--- config.mk ---
export PLATFORM = sky130hd
export DESIGN_NAME = alu_ctrl_unit
export DESIGN_NICKNAME = d
export VERILOG_FILES = /design/src/rtl/alu_ctrl_pkg.sv /design/src/rtl/md_seq.sv /design/src/rtl/alu_ctrl_unit.sv
export SDC_FILE = /design/constraint.sdc
export NUM_CORES = 1
export LEC_CHECK = 0
export CORE_ASPECT_RATIO = 0.6
export CORE_MARGIN = 5
export CORE_UTILIZATION = 45
export DETAILED_ROUTE_END_ITERATION = 8
export GPL_ROUTABILITY_DRIVEN = 0
export HOLD_SLACK_MARGIN = 0.02
export PLACE_DENSITY_LB_ADDON = 0.05
export SLEW_MARGIN = 10
export SYNTH_ARGS = -nofsm -noshare
export SYNTH_HDL_FRONTEND = slang
export SYNTH_SLANG_ARGS = --single-unit
--- constraint.sdc ---
create_clock -name clk -period 5 [get_ports clk]
set_clock_uncertainty 0.15 [all_clocks]
set_input_delay 1 -clock clk [delete_from_list [all_inputs] [get_ports clk]]
set_output_delay 1 -clock clk [all_outputs]
set_load 0.1 [all_outputs]
--- src/rtl/alu_ctrl_pkg.sv ---
`default_nettype none
// +--------------------------------------------------------------------+
// | alu_ctrl_pkg : op encodings, ALUOp codes, sequencer state, latency |
// | Revision     : 1.0                                                 |
// +--------------------------------------------------------------------+
package alu_ctrl_pkg;

    localparam logic [4:0] OP_ADD    = 5'd0;
    localparam logic [4:0] OP_SUB    = 5'd1;
    localparam logic [4:0] OP_AND    = 5'd2;
    localparam logic [4:0] OP_OR     = 5'd3;
    localparam logic [4:0] OP_XOR    = 5'd4;
    localparam logic [4:0] OP_SLT    = 5'd5;
    localparam logic [4:0] OP_SLTU   = 5'd6;
    localparam logic [4:0] OP_SLL    = 5'd7;
    localparam logic [4:0] OP_SRL    = 5'd8;
    localparam logic [4:0] OP_SRA    = 5'd9;
    localparam logic [4:0] OP_MUL    = 5'd10;
    localparam logic [4:0] OP_MULH   = 5'd11;
    localparam logic [4:0] OP_MULHSU = 5'd12;
    localparam logic [4:0] OP_MULHU  = 5'd13;
    localparam logic [4:0] OP_DIV    = 5'd14;
    localparam logic [4:0] OP_DIVU   = 5'd15;
    localparam logic [4:0] OP_REM    = 5'd16;
    localparam logic [4:0] OP_REMU   = 5'd17;

    localparam logic [2:0] ALUOP_ADD   = 3'b000;
    localparam logic [2:0] ALUOP_SUB   = 3'b001;
    localparam logic [2:0] ALUOP_FUNCT = 3'b010;

    typedef enum logic [1:0] {
        ST_IDLE = 2'd0,
        ST_BUSY = 2'd1,
        ST_DONE = 2'd2
    } md_state_t;

    // DIV/DIVU/REM/REMU share the divider latency, all others the multiplier's.
    function automatic int unsigned md_latency(input logic [4:0] op,
                                               input int unsigned mul_cycles,
                                               input int unsigned div_cycles);
        return (op >= OP_DIV) ? div_cycles : mul_cycles;
    endfunction

endpackage
`default_nettype wire

--- src/rtl/md_seq.sv ---
`default_nettype none
// +--------------------------------------------------------------------+
// | md_seq   : fixed-latency multiply/divide sequencer with held op    |
// | Revision : 1.0                                                     |
// +--------------------------------------------------------------------+
module md_seq
    import alu_ctrl_pkg::*;
#(
    parameter int unsigned MUL_CYCLES = 4,
    parameter int unsigned DIV_CYCLES = 33
) (
    input  logic       clk,
    input  logic       rstn,
    input  logic       i_en,
    input  logic       i_flush,
    input  logic       i_issue,
    input  logic [4:0] i_op,
    output logic       o_md_start,
    output logic       o_md_done,
    output logic       o_stall,
    output logic       o_held,
    output logic [4:0] o_op
);

    localparam int unsigned MAX_LAT = (MUL_CYCLES > DIV_CYCLES) ? MUL_CYCLES : DIV_CYCLES;
    localparam int unsigned CNT_W   = (MAX_LAT > 2) ? $clog2(MAX_LAT) : 1;

    md_state_t         r_state;
    logic [CNT_W-1:0]  r_cnt;
    logic [4:0]        r_op;

    logic w_idle;
    logic w_busy;
    logic w_done;

    assign w_idle = (r_state == ST_IDLE);
    assign w_busy = (r_state == ST_BUSY);
    assign w_done = (r_state == ST_DONE);

    // Pulses are killed combinationally by flush and by reset.
    assign o_md_start = rstn & ~i_flush & w_idle & i_issue;
    assign o_md_done  = rstn & ~i_flush & w_done;
    assign o_stall    = rstn & ~i_flush & (o_md_start | w_busy);
    assign o_held     = w_busy | w_done;
    assign o_op       = r_op;

    always_ff @(posedge clk) begin
        if (!rstn) begin
            r_state <= ST_IDLE;
            r_cnt   <= '0;
            r_op    <= OP_ADD;
        end else if (i_flush) begin
            r_state <= ST_IDLE;
        end else begin
            case (r_state)
                ST_IDLE: begin
                    if (i_issue) begin
                        r_state <= ST_BUSY;
                        r_op    <= i_op;
                        r_cnt   <= CNT_W'(md_latency(i_op, MUL_CYCLES, DIV_CYCLES) - 32'd2);
                    end
                end
                ST_BUSY: begin
                    if (i_en) begin
                        if (r_cnt == '0) begin
                            r_state <= ST_DONE;
                        end else begin
                            r_cnt <= r_cnt - CNT_W'(1);
                        end
                    end
                end
                ST_DONE: r_state <= ST_IDLE;
                default: r_state <= ST_IDLE;
            endcase
        end
    end

endmodule
`default_nettype wire

--- src/rtl/alu_ctrl_unit.sv ---
`default_nettype none
// +--------------------------------------------------------------------+
// | alu_ctrl_unit : RV32I/M ALU control decode with M-op stall control |
// | Revision      : 1.0                                                |
// +--------------------------------------------------------------------+
module alu_ctrl_unit
    import alu_ctrl_pkg::*;
#(
    parameter int unsigned DATA_WIDTH = 32,
    parameter int unsigned CTRL_WIDTH = 5,
    parameter bit          M_EN       = 1'b1,
    parameter int unsigned MUL_CYCLES = 4,
    parameter int unsigned DIV_CYCLES = 33
) (
    input  logic                  clk,
    input  logic                  rstn,
    input  logic                  en,
    input  logic                  valid_in,
    input  logic [2:0]            ALUOp,
    input  logic                  op_5,
    input  logic [2:0]            funct3,
    input  logic                  funct7_5,
    input  logic                  funct7_0,
    input  logic                  flush,
    output logic [CTRL_WIDTH-1:0] ALUControl,
    output logic                  is_muldiv,
    output logic                  md_start,
    output logic                  md_done,
    output logic                  stall,
    output logic                  illegal
);

    if (CTRL_WIDTH < 5 || MUL_CYCLES < 2 || DIV_CYCLES < 2 || DATA_WIDTH < 1) begin : g_param_check
        $error("alu_ctrl_unit: invalid parameterisation");
    end

    logic [4:0] w_dec_op;
    logic       w_dec_ill;
    logic       w_m_op;
    logic       w_issue;
    logic       w_held;
    logic [4:0] w_held_op;
    logic       w_seq_start;
    logic       w_seq_done;
    logic       w_seq_stall;

    always_comb begin
        w_dec_op  = OP_ADD;
        w_dec_ill = 1'b0;
        w_m_op    = 1'b0;
        case (ALUOp)
            ALUOP_ADD: w_dec_op = OP_ADD;
            ALUOP_SUB: w_dec_op = OP_SUB;
            ALUOP_FUNCT: begin
                if (op_5 && funct7_0) begin
                    // M encodings collapse to ADD + illegal when the extension is absent.
                    if (M_EN) begin
                        w_m_op   = 1'b1;
                        w_dec_op = OP_MUL + {2'b00, funct3};
                    end else begin
                        w_dec_ill = 1'b1;
                    end
                end else begin
                    case (funct3)
                        3'b000:  w_dec_op = (op_5 && funct7_5) ? OP_SUB : OP_ADD;
                        3'b001:  w_dec_op = OP_SLL;
                        3'b010:  w_dec_op = OP_SLT;
                        3'b011:  w_dec_op = OP_SLTU;
                        3'b100:  w_dec_op = OP_XOR;
                        3'b101:  w_dec_op = funct7_5 ? OP_SRA : OP_SRL;
                        3'b110:  w_dec_op = OP_OR;
                        default: w_dec_op = OP_AND;
                    endcase
                end
            end
            default: w_dec_ill = 1'b1;
        endcase
    end

    assign w_issue = valid_in & en & w_m_op;

    md_seq #(
        .MUL_CYCLES (MUL_CYCLES),
        .DIV_CYCLES (DIV_CYCLES)
    ) u_md_seq (
        .clk        (clk),
        .rstn       (rstn),
        .i_en       (en),
        .i_flush    (flush),
        .i_issue    (w_issue),
        .i_op       (w_dec_op),
        .o_md_start (w_seq_start),
        .o_md_done  (w_seq_done),
        .o_stall    (w_seq_stall),
        .o_held     (w_held),
        .o_op       (w_held_op)
    );

    assign md_start = w_seq_start;
    assign md_done  = w_seq_done;
    assign stall    = w_seq_stall;

    always_comb begin
        ALUControl = '0;
        is_muldiv  = 1'b0;
        illegal    = 1'b0;
        if (rstn) begin
            if (w_held) begin
                ALUControl = CTRL_WIDTH'(w_held_op);
                is_muldiv  = 1'b1;
            end else if (en) begin
                ALUControl = CTRL_WIDTH'(w_dec_op);
                is_muldiv  = w_m_op;
                illegal    = valid_in & w_dec_ill;
            end
        end
    end

endmodule
`default_nettype wire
# == After elaboration in Yosys (flattened, before gate mapping) ==
# Index checks and enable logic that the tools add are counted.
# op_classes
n_mux,26
n_eq_ne,14
order_cmp,1
n_bitwise,12
add_sub_neg,3
reduce_logical,12
# ops
operator,count
$pmux W4 S7,1
$mux W6,4
$mux W5,4
$pmux W6 S2,1
$mux W1,11
$pmux W5 S2,1
$eq A3 B2 Y1 const B,3
$eq A3 B3 Y1 const B,3
$and A1 B1 Y1,8
$eq A3 B1 Y1 const B,2
$logic_not A3 Y1,2
$logic_not A6 Y1,1
$mux W2,3
$ne A2 B2 Y1 const B,3
$reduce_and A3 Y1,2
$sub A6 B1 Y6 const B,1
$sub A6 B2 Y6 const B,1
$add A4 B3 Y5 const A,1
$ge A5 B4 Y1 const B,1
$reduce_and A5 Y1,1
$pmux W2 S2,1
$reduce_or A3 Y1,1
$eq A2 B1 Y1 const B,1
$eq A2 B2 Y1 const B,1
other kinds (7),10
# word_totals
output_inout_bits,10
regBits,13
word_cells,71
input_bits,14

# == Logic depth before layout (Yosys ltp) ==
# Gate-level depths: netlist of the first run.
# logic_depth
depth_word,10
mapped_depth,7
mapped_depth_nobuf,6

# == Modules after synthesis ==
# A second synthesis of the first run with hierarchy kept.
# unflattened
cells_unflattened,144
hier_area_um2,1101.1
# modules_own_cells
mod,cells_per_inst,n_inst,area_each_um2,seq_area_each_um2
md_seq,92,1,785.8,260.2
alu_ctrl_unit,52,1,315.3,0.0

# == Least setup slack after synthesis of the first run ==
# No wires, ideal clock.
# synth_path
kind,input port to output port
startpoint,input funct3[1]
endpoint,output ALUControl[2]
path_stages,5
setup_slack_ps,-27
arrival_ps,3877
path_buffers,1
required_ps,3850
path_cell_list,clkbuf_1 > o21a_1 > o31ai_1 > nand2_1 > o31ai_1
# synth_via
elab_chain_len,7
elab_cells_between_ends,14
classes_between,add/sub: 1; eq/ne: 6; mux: 6; reduce/logical: 1
# synth_rtl
element,line_no,rtl
start: declaration,alu_ctrl_unit.sv:21,"input logic [2:0] funct3,"
"$eq A3 B3 Y1, or another cell as far along",alu_ctrl_unit.sv:64,case (funct3)
$pmux W4 S7,alu_ctrl_unit.sv:64,
$mux W5 *,alu_ctrl_unit.sv:55,if (op_5 && funct7_0) begin
$pmux W5 S2 *,alu_ctrl_unit.sv:51,case (ALUOp)
$mux W5 *,alu_ctrl_unit.sv:111,end else if (en) begin
$mux W5 *,alu_ctrl_unit.sv:108,if (w_held) begin
$mux W5 *,alu_ctrl_unit.sv:107,if (rstn) begin
end: declaration,alu_ctrl_unit.sv:25,"output logic [CTRL_WIDTH-1:0] ALUControl,"
# Mark *: on every way between the ends. The rest lies on a longest branch, timed or not.

# == Final worst setup path of the first run ==
# layout_path
startpoint,input rstn
endpoint,output ALUControl[2]
# layout_via
elab_chain_len,1
# layout_rtl
element,line_no,rtl
start: declaration,alu_ctrl_unit.sv:16,"input logic rstn,"
$mux W5,alu_ctrl_unit.sv:107,
# Every way passes these cells.

==> impl_metrics.csv, run 1 <==
group,metric,value,unit
yosys,synth_compound_area_share,31.6,%
critical_path,crit_chain,"clkdlybuf4s50_1 > inv_1 > o31ai_2 > buf_4",
drt,postRouteWirelength,2900,um
critical_path,arrival,2.77,ns
sta,rsz0062_at_grt,"false",
grt,track_usage,17.6,%
clock_network,cts.clk_slew.worst_paths,0.06,ns
sta,hold_violations,0,
drt,wirelength_met1,1390,um
drt,firstDrtPassIters,4,
layout,post-route-cell-area,0.00136,mm^2
drt,drc,0,
status,status,"complete, no violations",
placed_design,place_area,0.00131,mm^2
yosys,ys_types,41,
yosys,synthCells,137,
drt,ant_nets,0,
critical_path,path_max_fanout,15,
grt,overflow,0,
sta,hold_ws,0.322,ns
floorplanning,core,0.00223,mm^2
pwr,p_comb_share,19.8,%
sta,slew-limit-headroom,66.3,%
yosys,mappedNetlistArea,0.00108,mm^2
clock_network,clk_latency,0.25,ns
layout,antennaDiodeCount,0,
sta,max_freq,255,MHz
placed_design,place_ws,1.10,ns
floorplanning,rows,13,
pwr,report.power.total,252,uW
critical_path,critPathLaunchType,"primary input",
layout,nets,181,
pwr,p_seq_share,41.4,%
yosys,synth_mux_area_share,3.71,%
pwr,p_sw_share,28.3,%
drt,wl_per_cell,15.2,um
clock_network,cts_tree,"yes",
yosys,yosys-top-cells-area,"dfxtp_1 (24%), ha_1 (5.8%), a21oi_1 (5.6%)",
run,maxCapViolations,0,
layout,final_common_cell,"nand2_1",
clock_network,htreeDepth,1,
yosys,synth_edf_count,0,
yosys,yosysWarnings,0,
grt,grt_first_pass_wirelength,4590,um
drt,num_vias,1146,
sta,fin_crit_sh,78.5,%
yosys,async_flop_share,0,%
pwr,p_switching,71.4,uW
hold_path,hold_class,"flop to flop",
placed_design,io_buffer_count,23,
pwr,p_leak,0.527,nW
clock_network,holdBufCountCts,0,
sta,finalSetupViolCount,0,
floorplanning,initial_utilization,48.4,%
floorplanning,ios,24,
critical_path,worstSetupEndpointType,"primary output",
yosys,synth_nets,156,
drt,routed.top_layer,"met4",
drt,wl_met3,281,um
layout,fillers,198,
pwr,clockPowerShare,38.9,%
placed_design,dp_hpwl,2200,um
yosys,yosys.area_share.simple,29.1,%
sta,min_period,3.92,ns
critical_path,cpMaxStageDelayCell,"clkdlybuf4s50_1",
grt,grt_start_max_net_pins,16,
floorplanning,chipHeight,47.9,um
layout,area_growth,26.0,%
layout,post_route_cells_drive_above_1_share,16.1,%
sta,slew_violations,0,
floorplanning,fp.dieArea,0.00351,mm^2
clock_network,cts_sinks,13,
layout,final_cell_mix,"nand2_1 (15), clkdlybuf4s50_1 (13), dfxtp_1 (13)",
clock_network,root_buffer,"clkbuf_8",
pwr,vdd_drop_max,0.149,mV
drt,via_per_inst,6.00,
yosys,ys_seq_area_share,24.1,%
sta,max_slew.worst_pin.slew,0.505,ns
yosys,synthAdderAreaFrac,5.80,%
placed_design,dp.cells,187,
yosys,synth_seq_cells,13,
sta,tns,0,ns
grt,grt_pass1_vias,1006,
yosys,synth.avg_cell_area,7.87,um^2
clock_network,cts_resized,0,
clock_network,cts_buffer_depth,2,
grt,antenna_found_initial,0,
clock_network,postCtsSetupBuffers,0,
critical_path,slowest_delay,0.76,ns
critical_path,crit_type,"primary input to primary output",
layout,stdcell_count,191,
layout,fin_util,61.0,%
clock_network,numCtsBuffers,3,
drt,drt_iter0_drc,64,
yosys,synthFlopType,"dfxtp_1",
yosys,synth-xor-area-share,0,%
yosys,yosys.area.top_type_share,24.1,%
pwr,p_per_area,185,mW/mm^2
critical_path,required,3.85,ns
floorplanning,die_w,73.2,um
pwr,internal_power,181,uW
drt,detailroute.wirelength.met2,1180,um
yosys,synth_top_family_by_area,"compound AO/OA/AOI/OAI gates",
sta,finalWorstSetupSlack,1.08,ns
yosys,yosysTopAreaCell,"dfxtp_1",
-- registers in the layout, summed over array words and instances, names as in the netlist --
signal            cells
u_md_seq.r_cnt        6
u_md_seq.r_state      2
u_md_seq.o_op         5
-- worst max-delay path, delay by kind of cell --
family,cells,cell delay (ns)
buf+inv,3,1.45
compound gates,1,0.31
-- cells in the mapped netlist, types with 2 or more instances --
master     number
nand2_1        15
dfxtp_1        13
a21oi_1        12
inv_1           9
nor2_1          7
nor3b_1         7
nand2b_1        6
ha_1            5
nand3_1         5
o31ai_1         5
a31o_2          4
a31oi_1         4
mux2i_1         4
clkbuf_1        3
nor3_1          3
o21ai_0         3
a211o_1         2
a32oi_1         2
and2_1          2
nand3b_1        2
nor2b_1         2
o2111ai_1       2
o211ai_1        2
-- logic make-up (layout without fill, tap and decap cells) --
family | Yosys count | count (layout)
and+or+nand+nor | 55 | 55
AOI/OAI and AO/OA | 46 | 46
buffers and inverters | 14 | 38
DFF | 13 | 13
adders and majority gates | 5 | 5
muxes | 4 | 4
-- path summary, 6_finish.rpt --
path                            start                 to  slack (ns)  cells past startpoint
hold reg to reg      u_md_seq.o_op[2]   u_md_seq.o_op[2]        0.32                      2
setup reg to reg  u_md_seq.r_state[1]  u_md_seq.r_cnt[1]        2.91                      6
hold / removal       u_md_seq.o_op[2]   u_md_seq.o_op[2]        0.32                      2
setup / recovery                 rstn      ALUControl[2]        1.08                      4
-- power groups by stage --
| stage | logic [mW] | registers (mW) | clock network, mW |
|---|---|---|---|
| 4_1_cts | 0.0493 | 0.104 | 0.0998 |
| 6_report | 0.0498 | 0.104 | 0.0979 |
| 2_1_floorplan | 0.0276 | 0.106 | 0 |
| 3_5_place_dp | 0.0490 | 0.107 | 0 |
| 5_1_grt | 0.0531 | 0.104 | 0.104 |
| 3_3_place_gp | 0.0481 | 0.107 | 0 |
-- final cells by class --
class                   count  area, um^2  area share (%)
well taps                  30        37.5            2.76
repair buffers             25         220            16.2
multi-input cells         110         762            56.1
clock buffers               4        45.0            3.31
inverters                   9        33.8            2.49
flip-flops and latches     13         260            19.2
-- routing by layer --
layer	vias to the layer above	track usage, %
li1	568	-
met1	524	24.3
met2	49	25.2
met3	5	5.24
met4	0	7.72
met5	-	0
(Power assumes the default switching activity.)
==> inputs of run 2 (changes only) <==
clock period = 3.5 ns   (was 5 ns; I/O delays follow)
==> run 2 against run 1 <==
- power increased by 47%
- flip-flop and latch count unchanged
- clock-buffer cell count unchanged
- final cell count increased by 1.0%
- first-iteration DRC count increased by 100%
- setup slack got worse by 0.87 ns
- register-to-register slack got worse by 1.6 ns
- largest power group unchanged
- highest routed layer unchanged
==> impl_metrics.csv, run 2 (synthesis gave the netlist of run 1 again) <==
group,metric,value,unit
critical_path,required,2.65,ns
clock_network,holdBufCountCts,0,
critical_path,r2r_start,"u_md_seq.r_state[1]",
critical_path,cp.depth,7,
clock_network,postCtsSetupBuffers,0,
drt,drc,0,
grt,grt_first_pass_wirelength,5130,um
floorplanning,rows,13,
grt,track_usage,19.9,%
sta,hold_violations,0,
layout,antennaDiodeCount,0,
drt,ant_nets,0,
clock_network,htreeDepth,1,
clock_network,cts.clk_slew.worst_paths,0.06,ns
hold_path,worstHoldStart,"u_md_seq.o_op[2]",
hold_path,whs_path_depth,2,
placed_design,place_area,0.00148,mm^2
layout,largest_register,"u_md_seq.r_cnt",
run,maxCapViolations,0,
floorplanning,ios,24,
floorplanning,fp.dieArea,0.00351,mm^2
critical_path,slowest_delay,0.57,ns
critical_path,path_max_fanout,10,
layout,post_route_cells_drive_above_1_share,20.9,%
layout,area_growth,41.5,%
drt,num_vias,1133,
placed_design,io_buffer_count,23,
critical_path,worstSetupEndpointType,"primary output",
floorplanning,die_w,73.2,um
sta,slew_violations,0,
layout,nets,183,
sta,finalWorstSetupSlack,0.211,ns
critical_path,r2r_end,"u_md_seq.r_cnt[1]",
clock_network,clk_latency,0.25,ns
critical_path,r2r_cells,6,
floorplanning,chipHeight,47.9,um
critical_path,cp_top_family,"buffers and inverters",
grt,overflow,0,
clock_network,cts_resized,0,
pwr,p_per_area,242,mW/mm^2
status,status,"complete, no violations",
critical_path,path_buf_inv,2,
critical_path,arrival,2.44,ns
clock_network,cts_tree,"yes",
drt,drt_iter0_drc,128,
grt,grt_pass1_vias,1042,
layout,fillers,176,
layout,post-route-cell-area,0.00153,mm^2
floorplanning,core,0.00223,mm^2
layout,final_cell_mix,"nand2_1 (15), clkdlybuf4s50_1 (13), dfxtp_1 (13)",
clock_network,root_buffer,"clkbuf_8",
hold_path,holdPathEnd,"u_md_seq.o_op[2]",
critical_path,crit_type,"primary input to primary output",
sta,slew-limit-headroom,59.8,%
sta,fin_crit_sh,94.0,%
critical_path,rrSetupSlack,1.33,ns
sta,finalSetupViolCount,0,
drt,firstDrtPassIters,4,
hold_path,hold_class,"flop to flop",
critical_path,critPathLaunchType,"primary input",
layout,final_common_cell,"nand2_1",
drt,postRouteWirelength,3130,um
sta,rsz0062_at_grt,"false",
pwr,p_leak,0.566,nW
critical_path,cpMaxStageDelayCell,"clkdlybuf4s50_1",
critical_path,crit_chain,"clkdlybuf4s50_1 > ha_1 > nand3_1 > o31ai_1 > nand2_1 > o31ai_2 > buf_12",
placed_design,place_ws,0.223,ns
grt,grt_start_max_net_pins,16,
pwr,vdd_drop_max,0.181,mV
layout,register_area,260,um^2
clock_network,cts_sinks,13,
layout,multi_input_comb_area,790,um^2
layout,largest_register_ffs,6,
sta,max_slew.worst_pin.slew,0.602,ns
sta,max_freq,304,MHz
placed_design,dp_hpwl,2400,um
clock_network,numCtsBuffers,3,
pwr,report.power.total,370,uW
floorplanning,initial_utilization,48.4,%
grt,antenna_found_initial,0,
sta,tns,0,ns
drt,wl_per_cell,16.2,um
sta,min_period,3.29,ns
drt,via_per_inst,5.87,
clock_network,cts_buffer_depth,2,
## run 2: changes by cell type in the layout (fill, tap and decap cells not counted), moves of 2 or more
cell,before,now
buf_4,12,4
buf_12,0,10
nor3_2,0,2
nor3_1,3,1
## run 2: metal layers
metal  routed length (um)  track usage (%)
met1                 1440             26.7
met2                 1370             29.7
met3                  286             6.08
met5                    0                0
met4                   25             8.46
## run 2: layout make-up
cell class,instances,share of cell area [%]
inverters,9,2.21
clock buffers,4,2.95
well taps,30,2.46
flip-flops and latches,13,17.0
repair buffers,27,23.6
multi-input cells,110,51.7
## run 2: tightest hold or removal path, cell delays in order (launching register included)
cell and delay [ns]:
dfxtp_1 0.31, nand2_1 0.06, o22ai_1 0.07
## run 2: power by group
| group | total, mW | switching (mW) | internal [mW] |
|---|---|---|---|
| Clock | 0.142 | 0.0613 | 0.0808 |
| Sequential | 0.149 | 0.000489 | 0.148 |
| Combinational | 0.0788 | 0.0454 | 0.0334 |
| Total | 0.370 | 0.107 | 0.263 |
## run 2: how the worst max path moves through the flow
stage                     slack [ns]       endpoint      start
after detailed placement        0.22  ALUControl[2]  funct3[1]
after CTS                       0.19      is_muldiv   ALUOp[1]
after global placement          0.30  ALUControl[2]  funct3[1]
final                           0.21  ALUControl[2]  funct3[1]
after floorplan                -0.06  ALUControl[2]  funct3[1]
after global routing            0.11      is_muldiv   ALUOp[1]
## run 2: through the flow
step | hold WS (ns) | utilization (%) | cells
after floorplan | 0.297 | - | 137
after global placement | 0.307 | 66.5 | 189
after detailed placement | 0.319 | 66.5 | 189
after CTS | 0.329 | 68.5 | 193
after global routing | 0.349 | 68.5 | 193
final | 0.331 | 68.5 | 193
